File: config.mk
export PLATFORM = sky130hd
export DESIGN_NAME = next_bit
export DESIGN_NICKNAME = d
export VERILOG_FILES = /design/src/rtl/next_bit.sv
export SDC_FILE = /design/constraint.sdc
export NUM_CORES = 1
export LEC_CHECK = 0
export CAP_MARGIN = 20
export CORE_MARGIN = 5
export CORE_UTILIZATION = 50
export DETAILED_ROUTE_END_ITERATION = 8
export PLACE_DENSITY = 0.71
export SLEW_MARGIN = 15
export SYNTH_ARGS = -nofsm -noshare
export SYNTH_HDL_FRONTEND = slang
export SYNTH_SLANG_ARGS = --single-unit
File: constraint.sdc
create_clock -name clk -period 2.3 [get_ports clk]
set_clock_uncertainty 0.15 [all_clocks]
set_input_delay 0.46 -clock clk [delete_from_list [all_inputs] [get_ports clk]]
set_output_delay 0.46 -clock clk [all_outputs]
set_load 0.01 [all_outputs]
File: src/rtl/next_bit.sv
`default_nettype none
// ============================================================================
//  Module      : next_bit
//  Description : Bit-serial front end of the Huffman decoder. Pops encoded
//                bytes from a single-cycle-latency FIFO and presents them
//                MSB-first, one bit per valid/ready handshake. Pad bits in
//                the final byte are never delivered; stream_done flags the
//                end of the stream.
//                Optional feature macro: NEXT_BIT_BITCNT_EN adds the 16-bit
//                saturating bit_cnt output (bits consumed since reset).
//  Revision    : 1.0  initial release
// ============================================================================
module next_bit #(
    parameter int PAD_W = 3
) (
    input  logic             clk,
    input  logic             n_rst,
    input  logic             start,
    input  logic [7:0]       data,
    input  logic             last,
    input  logic [PAD_W-1:0] pad,
    input  logic             empty,
    output logic             r_en,
    output logic             bit_out,
    output logic             b_valid,
    input  logic             b_ready,
    output logic             stream_done
`ifdef NEXT_BIT_BITCNT_EN
    ,
    output logic [15:0]      bit_cnt
`endif
);

    typedef enum logic [1:0] {
        S_IDLE  = 2'd0,
        S_RUN   = 2'd1,
        S_DRAIN = 2'd2,
        S_DONE  = 2'd3
    } state_t;

    state_t     state_q,    state_d;
    logic [7:0] sr_q,       sr_d;
    logic [3:0] cnt_q,      cnt_d;
    logic [7:0] hb_q,       hb_d;
    logic [3:0] hb_cnt_q,   hb_cnt_d;
    logic       hb_valid_q, hb_valid_d;
    logic       rd_pend_q,  rd_pend_d;
    logic       done_q,     done_d;

    logic       w_take;
    logic       w_sr_free;
    logic       w_capture;
    logic [3:0] w_pad4;
    logic [3:0] w_load_cnt;

    // A byte is only fetched while running and when both the read pipe and
    // the holding register are free, so a capture always has somewhere to go.
    assign r_en        = (state_q == S_RUN) & ~empty & ~rd_pend_q & ~hb_valid_q;
    assign b_valid     = (cnt_q != 4'd0);
    assign bit_out     = sr_q[7];
    assign stream_done = done_q;

    assign w_take      = b_valid & b_ready;
    // The shift register can accept a new byte this edge if it is empty or
    // its final bit is being consumed right now (keeps back-to-back bytes
    // bubble-free).
    assign w_sr_free   = (cnt_q == 4'd0) | ((cnt_q == 4'd1) & w_take);
    // FIFO data is valid exactly one cycle after the pop.
    assign w_capture   = rd_pend_q;
    assign w_pad4      = 4'(pad);
    assign w_load_cnt  = last ? (4'd8 - w_pad4) : 4'd8;

    // Next-state logic for the stream FSM, shift register and holding register.
    always_comb begin
        state_d    = state_q;
        sr_d       = sr_q;
        cnt_d      = cnt_q;
        hb_d       = hb_q;
        hb_cnt_d   = hb_cnt_q;
        hb_valid_d = hb_valid_q;
        rd_pend_d  = r_en;
        done_d     = done_q;

        if (w_take) begin
            sr_d  = {sr_q[6:0], 1'b0};
            cnt_d = cnt_q - 4'd1;
        end

        // A waiting byte in the holding register has priority for the
        // shift register over a freshly captured one.
        if (hb_valid_q && w_sr_free) begin
            sr_d       = hb_q;
            cnt_d      = hb_cnt_q;
            hb_valid_d = 1'b0;
        end

        if (w_capture) begin
            if (w_sr_free && !hb_valid_q) begin
                sr_d  = data;
                cnt_d = w_load_cnt;
            end else begin
                hb_d       = data;
                hb_cnt_d   = w_load_cnt;
                hb_valid_d = 1'b1;
            end
        end

        case (state_q)
            S_IDLE: begin
                if (start) state_d = S_RUN;
            end
            S_RUN: begin
                if (w_capture && last) state_d = S_DRAIN;
            end
            S_DRAIN: begin
                // Finished once the holding register is empty and the very
                // last remaining bit is accepted.
                if (!hb_valid_q && (cnt_q == 4'd1) && w_take) begin
                    state_d = S_DONE;
                    done_d  = 1'b1;
                end
            end
            S_DONE: begin
                state_d = S_DONE;
            end
            default: begin
                state_d = S_IDLE;
            end
        endcase
    end

    // State registers; reset discards everything including an in-flight pop.
    always_ff @(posedge clk) begin
        if (n_rst) begin
            state_q    <= S_IDLE;
            sr_q       <= 8'd0;
            cnt_q      <= 4'd0;
            hb_q       <= 8'd0;
            hb_cnt_q   <= 4'd0;
            hb_valid_q <= 1'b0;
            rd_pend_q  <= 1'b0;
            done_q     <= 1'b0;
        end else begin
            state_q    <= state_d;
            sr_q       <= sr_d;
            cnt_q      <= cnt_d;
            hb_q       <= hb_d;
            hb_cnt_q   <= hb_cnt_d;
            hb_valid_q <= hb_valid_d;
            rd_pend_q  <= rd_pend_d;
            done_q     <= done_d;
        end
    end

`ifdef NEXT_BIT_BITCNT_EN
    logic [15:0] bit_cnt_q, bit_cnt_d;

    assign bit_cnt   = bit_cnt_q;
    assign bit_cnt_d = (w_take && (bit_cnt_q != 16'hFFFF)) ? (bit_cnt_q + 16'd1) : bit_cnt_q;

    // Saturating count of accepted bits; only reset clears it.
    always_ff @(posedge clk) begin
        if (n_rst) begin
            bit_cnt_q <= 16'd0;
        end else begin
            bit_cnt_q <= bit_cnt_d;
        end
    end
`endif

endmodule
`default_nettype wire

==> results.sh, run 1 <==
export IMPL_seqCellArea_um2=581
export IMPL_track_usage_pct=17.8
export IMPL_wirelength_mm=3.44
export IMPL_fmax_ghz=0.448
export IMPL_combPwrFrac_pct=41.6
export IMPL_worst_slack_ns=0.0654
export IMPL_syn2layout_area_growth_pct=20.8
export IMPL_final_cell_mix="29 x dfxtp_1, 24 x nand2_1, 18 x clkdlybuf4s50_1"
export IMPL_cts_buffers_inserted=5
export IMPL_ant_nets=0
export IMPL_synthTopCellsByArea="dfxtp_1 39%, nand2_1 6.1%, a21oi_1 5.4%, o32ai_1 4.7%, a211oi_1 4.1%"
export IMPL_drive_above_1_share_pct=16.3
export IMPL_cts_sinks=29
export IMPL_cts_buffer_depth=2
export IMPL_netlist_area_mm2=0.00148
export IMPL_final_common_cell="dfxtp_1"
export IMPL_synthMuxAreaShare_pct=0
export IMPL_cts_clk_slew_worst_paths_ns=0.10
export IMPL_p_switching_w=0.000581
export IMPL_hold_ws_ns=0.306
export IMPL_dieHeight_um=64.5
export IMPL_swShare_pct=37.4
export IMPL_slowest_delay_ns=0.37
export IMPL_overflow=0
export IMPL_via_per_inst=5.72
export IMPL_p_leak_nw=0.669
export IMPL_vdd_ir_drop_worst_uv=484
export IMPL_antenna_found_initial=0
export IMPL_grt_pass1_wl_mm=5.84
export IMPL_synthXorXnorAreaFrac_pct=1.18
export IMPL_tightest_slew_ns=0.501
export IMPL_fp_dieW_um=64.5
export IMPL_tns_ns=0
export IMPL_async_reset_ff_share_pct=0
export IMPL_synth_top_family_by_area="simple AND/OR/NAND/NOR gates"
export IMPL_multi_input_area_um2=830
export IMPL_route_met3_wl_um=205
export IMPL_crit_path_end_kind="output pin"
export IMPL_p_clk_share_pct=19.1
export IMPL_path_max_fanout=6
export IMPL_intPower_w=0.000973
export IMPL_cts_hold_fix_buffers=0
export IMPL_syn_inst=179
export IMPL_synth_avg_cell_area_um2=8.28
export IMPL_clock_latency_ns=0.33
export IMPL_io_pins=21
export IMPL_synthAdderAreaFrac_pct=2.53
export IMPL_post_place_ws_ns=-0.185
export IMPL_status="finished, final reports clean"
export IMPL_drv_slew=0
export IMPL_synthFlopType="dfxtp_1"
export IMPL_yosys_warnings=0
export IMPL_dieArea_mm2=0.00415
export IMPL_synth_top_cell_by_area="dfxtp_1"
export IMPL_worstHoldPathType="reg2reg"
export IMPL_cp_top_family="buffers and inverters"
export IMPL_synth_seq_cells=29
export IMPL_syn_nets=199
export IMPL_drtIter0Drc=144
export IMPL_synth_edff_count=0
export IMPL_fill_cells=263
export IMPL_hold_viol_final=0
export IMPL_numPortBuffers=20
export IMPL_start_util_pct=52.9
export IMPL_crit_slowest_cell="or3b_1"
export IMPL_nets=222
export IMPL_wl_met2_mm=1.51
export IMPL_rsz0062_at_grt="no"
export IMPL_cp_num_buf_inv=2
export IMPL_drt_pass1_iter_count=4
export IMPL_grt_max_degree=30
export IMPL_num_rows=19
export IMPL_critPathArrivalTime_ns=1.62
export IMPL_max_cap_violations=0
export IMPL_fin_crit_ns=2.23
export IMPL_synth_distinct_cells=40
export IMPL_avgRoutedWirePerCell_um=14.7
export IMPL_drc=0
export IMPL_cts_tree="built"
export IMPL_setup_violations=0
export IMPL_cts_setup_buffers=0
export IMPL_synth_simple_area_share_pct=26.8
export IMPL_power_density_mw_per_mm2=868
export IMPL_wl_met1_mm=1.68
export IMPL_gp_congestion=0.797
export IMPL_cp_required_ns=1.69
export IMPL_routed_via_count=1338
export IMPL_synth_compound_area_share_pct=24.6
export IMPL_core_area_mm2=0.00281
export IMPL_p_seq_share_pct=39.3
export IMPL_max_slew_margin_pct=66.3
export IMPL_synth_top_area_share_pct=39.2
export IMPL_n_antenna_cell=0
export IMPL_cts_htree_levels=2
export IMPL_critPathLaunchType="flip-flop"
export IMPL_path_cells="inv_1, ha_4, or3b_1, dlygate4sd2_1"
export IMPL_yosysSeqAreaShare_pct=39.2
export IMPL_dr_max_layer_used="met4"
export IMPL_crit_type="reg2out"
export IMPL_cts_root_buffer="clkbuf_4"
export IMPL_first_global_vias=1258
export IMPL_post_route_period_util_pct=97.2
export IMPL_dpl_hpwl_mm=2.53
[state kept, by name, indices dropped and copies added (netlist names)]
name	flops
hb_cnt_q	4
rd_pend_q	1
cnt_q	4
hb_q	8
state_q	2
stream_done	1
hb_valid_q	1
sr_q	8
[per-stage QoR]
stage	power, W	std cells	util [%]	instance area, um^2
after global placement	0.00123	226	61.6	1730
after CTS	0.00156	234	63.9	1790
after detailed placement	0.00125	226	61.6	1730
after global routing	0.00167	234	63.9	1790
final	0.00155	234	63.9	1790
after floorplan	0.00106	179	-	1480
[Yosys cell counts, types with 3 or more instances]
library cell	n
inv_1	6
nand3b_1	3
nand2_1	24
o32ai_1	8
a21oi_1	16
buf_2	5
and3_2	7
nor2_1	15
a211oi_1	8
ha_1	3
o21ai_0	6
nand2b_1	9
clkbuf_1	6
dfxtp_1	29
[worst register-to-register path, delay by kind of cell (launching register included)]
kind,cells,cell delay [ns]
flops,1,0.34
fa+ha+maj,1,0.17
simple gates,2,0.57
compound gates,2,0.43
buf+inv,2,0.30
[power by group through the flow]
stage | registers [W] | logic (W) | clock network [W]
after floorplan | 0.000601 | 0.000461 | 0
after global placement | 0.000616 | 0.000614 | 0
after detailed placement | 0.000620 | 0.000627 | 0
after CTS | 0.000608 | 0.000644 | 0.000310
after global routing | 0.000619 | 0.000720 | 0.000330
final | 0.000610 | 0.000647 | 0.000297
[kinds of logic (layout without fill, tap and decap cells)]
logic type               count (synthesis)  count (layout)
AO/OA/AOI/OAI                           51              51
AND/OR/NAND/NOR                         75              75
buffers and inverters                   19              43
XOR/XNOR                                 2               2
adder cells (fa/ha/maj)                  3               3
flip-flops                              29              29
[layer usage]
metal  track usage [%]  vias up
li1                  -      688
met1              25.4      610
met2              25.5       34
met3              5.53        6
met4              5.54        0
met5                 0        -
[worst paths after layout]
kind / slack [ns] / to / startpoint / cells after the start
setup / recovery: 0.07 / b_valid / cnt_q[1] / 4
hold / removal: 0.31 / hb_q[0] / hb_q[0] / 2
setup reg to reg: 0.22 / sr_q[3] / cnt_q[1] / 7
hold reg to reg: 0.31 / hb_q[0] / hb_q[0] / 2
[what timing repair did]
item,4_1_cts,5_1_grt
endpoints found under the setup margin,2,1
pin swaps,0,0
resized for setup,4,1
[area by class of cell]
cell class,instances,area share (%)
multi-input combinational,131,46.3
inverter,6,1.26
sequential,29,32.4
tap,31,2.16
timing repair buffer,29,14.8
clock inverter,3,0.978
clock buffer,5,2.09
(Power assumes the default switching activity.)
==> inputs of run 2 (changes only) <==
--- a/config.mk
+++ b/config.mk
@@ -6,10 +6,12 @@
 export NUM_CORES = 1
 export LEC_CHECK = 0
 export CAP_MARGIN = 20
+export CELL_PAD_IN_SITES_DETAIL_PLACEMENT = 1
+export CELL_PAD_IN_SITES_GLOBAL_PLACEMENT = 1
 export CORE_MARGIN = 5
-export CORE_UTILIZATION = 50
+export CORE_UTILIZATION = 40
 export DETAILED_ROUTE_END_ITERATION = 8
-export PLACE_DENSITY = 0.71
+export PLACE_DENSITY = 0.75
 export SLEW_MARGIN = 15
 export SYNTH_ARGS = -nofsm -noshare
 export SYNTH_HDL_FRONTEND = slang
==> results.sh, run 2 (synthesized netlist as in run 1, its figures left out) <==
export IMPL_worstHoldPathType="reg2reg"
export IMPL_dpl_cell_area_mm2=0.00176
export IMPL_grtUsageMet2_pct=27.8
export IMPL_grt_met1_usage_pct=24.5
export IMPL_grt_pass1_wl_mm=7.21
export IMPL_hold_viol_final=0
export IMPL_overflow=0
export IMPL_num_rows=22
export IMPL_critPathLaunchType="input pin"
export IMPL_final_common_cell="dfxtp_1"
export IMPL_final_area_mm2=0.00184
export IMPL_cts_setup_buffers=0
export IMPL_syn2layout_area_growth_pct=24.1
export IMPL_top_usage_layer="met2"
export IMPL_post_route_period_util_pct=96.1
export IMPL_power_density_mw_per_mm2=914
export IMPL_finalPower_w=0.00168
export IMPL_track_usage_pct=17.9
export IMPL_final_cell_mix="29 x dfxtp_1, 24 x nand2_1, 18 x clkdlybuf4s50_1"
export IMPL_cts_buffer_depth=2
export IMPL_drt_pass1_iter_count=4
export IMPL_dieHeight_um=70.9
export IMPL_gp_congestion=0.798
export IMPL_tns_ns=0
export IMPL_max_cap_violations=0
export IMPL_nets=223
export IMPL_ant_nets=0
export IMPL_dieArea_mm2=0.00502
export IMPL_cts_root_buffer="clkbuf_8"
export IMPL_post_place_ws_ns=-0.200
export IMPL_cp_required_ns=1.69
export IMPL_drv_slew=0
export IMPL_grt_max_degree=30
export IMPL_routed_via_count=1398
export IMPL_cts_htree_levels=2
export IMPL_stdcell_count=251
export IMPL_tightest_slew_ns=0.524
export IMPL_rsz0062_at_grt="no"
export IMPL_worst_slack_ns=0.0907
export IMPL_n_antenna_cell=0
export IMPL_drive_above_1_share_pct=15.3
export IMPL_cts_buffers_inserted=5
export IMPL_avgRoutedWirePerCell_um=16.4
export IMPL_start_util_pct=40.8
export IMPL_max_slew_margin_pct=64.6
export IMPL_vdd_ir_drop_worst_uv=569
export IMPL_p_leak_nw=0.686
export IMPL_fill_cells=457
export IMPL_fin_crit_ns=2.21
export IMPL_grt_use_met3_pct=4.69
export IMPL_wirelength_mm=4.11
export IMPL_cts_tree="built"
export IMPL_clock_latency_ns=0.27
export IMPL_cts_clk_slew_worst_paths_ns=0.06
export IMPL_via_per_inst=5.57
export IMPL_status="finished, final reports clean"
export IMPL_crit_type="in2out"
export IMPL_crit_path_end_kind="output pin"
export IMPL_dpl_hpwl_mm=3.08
export IMPL_numPortBuffers=20
export IMPL_critPathArrivalTime_ns=1.60
export IMPL_setup_violations=0
export IMPL_first_global_vias=1494
export IMPL_largestRegisters="hb_q: 8 flops, sr_q: 8 flops"
export IMPL_cts_sinks=29
export IMPL_core_area_mm2=0.00363
export IMPL_fp_dieW_um=70.9
export IMPL_fmax_ghz=0.453
export IMPL_dp_cells=244
export IMPL_drtIter0Drc=70
export IMPL_path_max_fanout=2
export IMPL_io_pins=21
export IMPL_drc=0
export IMPL_antenna_found_initial=0
==> run 2: cell count changes in the layout (fill, tap and decap cells not counted), sizes merged <==
cell	before	now
clkinv	2	0
clkbuf	5	7
clkinvlp	1	0
buf	9	10
==> run 2: per-layer routing <==
metal	wire length [um]	vias to the layer above	share of wire (%)
met5	0	-	0
met4	48	0	1.2
met3	106	5	2.6
met2	1930	19	47
met1	2020	688	49
li1	-	686	-
==> run 2: timing repair <==
item | CTS | global route
endpoints found under the hold margin | 0 | 0
resized for setup | 2 | 1
hold buffers | 0 | 0
setup endpoints to repair | 2 | 3
==> run 2: layout make-up <==
type | instances | area, um^2 | share of cell area [%]
multi-input combinational | 131 | 818 | 44.5
sequential | 29 | 581 | 31.5
timing repair buffer | 30 | 273 | 14.8
clock buffer | 7 | 86.3 | 4.69
tap | 48 | 60.1 | 3.26
inverter | 6 | 22.5 | 1.22
==> run 2: worst paths after layout <==
| check | startpoint | end | slack (ns) | cells past startpoint |
|---|---|---|---|---|
| hold / removal | hb_q[7] | hb_q[7] | 0.32 | 2 |
| hold reg to reg | hb_q[7] | hb_q[7] | 0.32 | 2 |
| setup / recovery | empty | r_en | 0.09 | 4 |
| setup reg to reg | cnt_q[0] | sr_q[5] | 0.19 | 7 |
==> run 2: critical path: stages <==
cell             delay [ns]
clkdlybuf4s50_1        0.39
or3_1                  0.32
nor3_1                 0.13
dlygate4sd2_1          0.29
==> run 2: where the power goes <==
group          switching [W]  internal (W)
Combinational       0.000361      0.000293
Sequential         0.0000531      0.000562
Clock               0.000176      0.000237
Total               0.000591       0.00109
==> run 2: stage by stage <==
stage          utilization (%)  hold slack (ns)
2_1_floorplan                -            0.283
3_3_place_gp              48.3            0.291
3_5_place_dp              48.3            0.310
4_1_cts                   50.6            0.319
5_1_grt                   50.7            0.333
6_report                  50.7            0.316
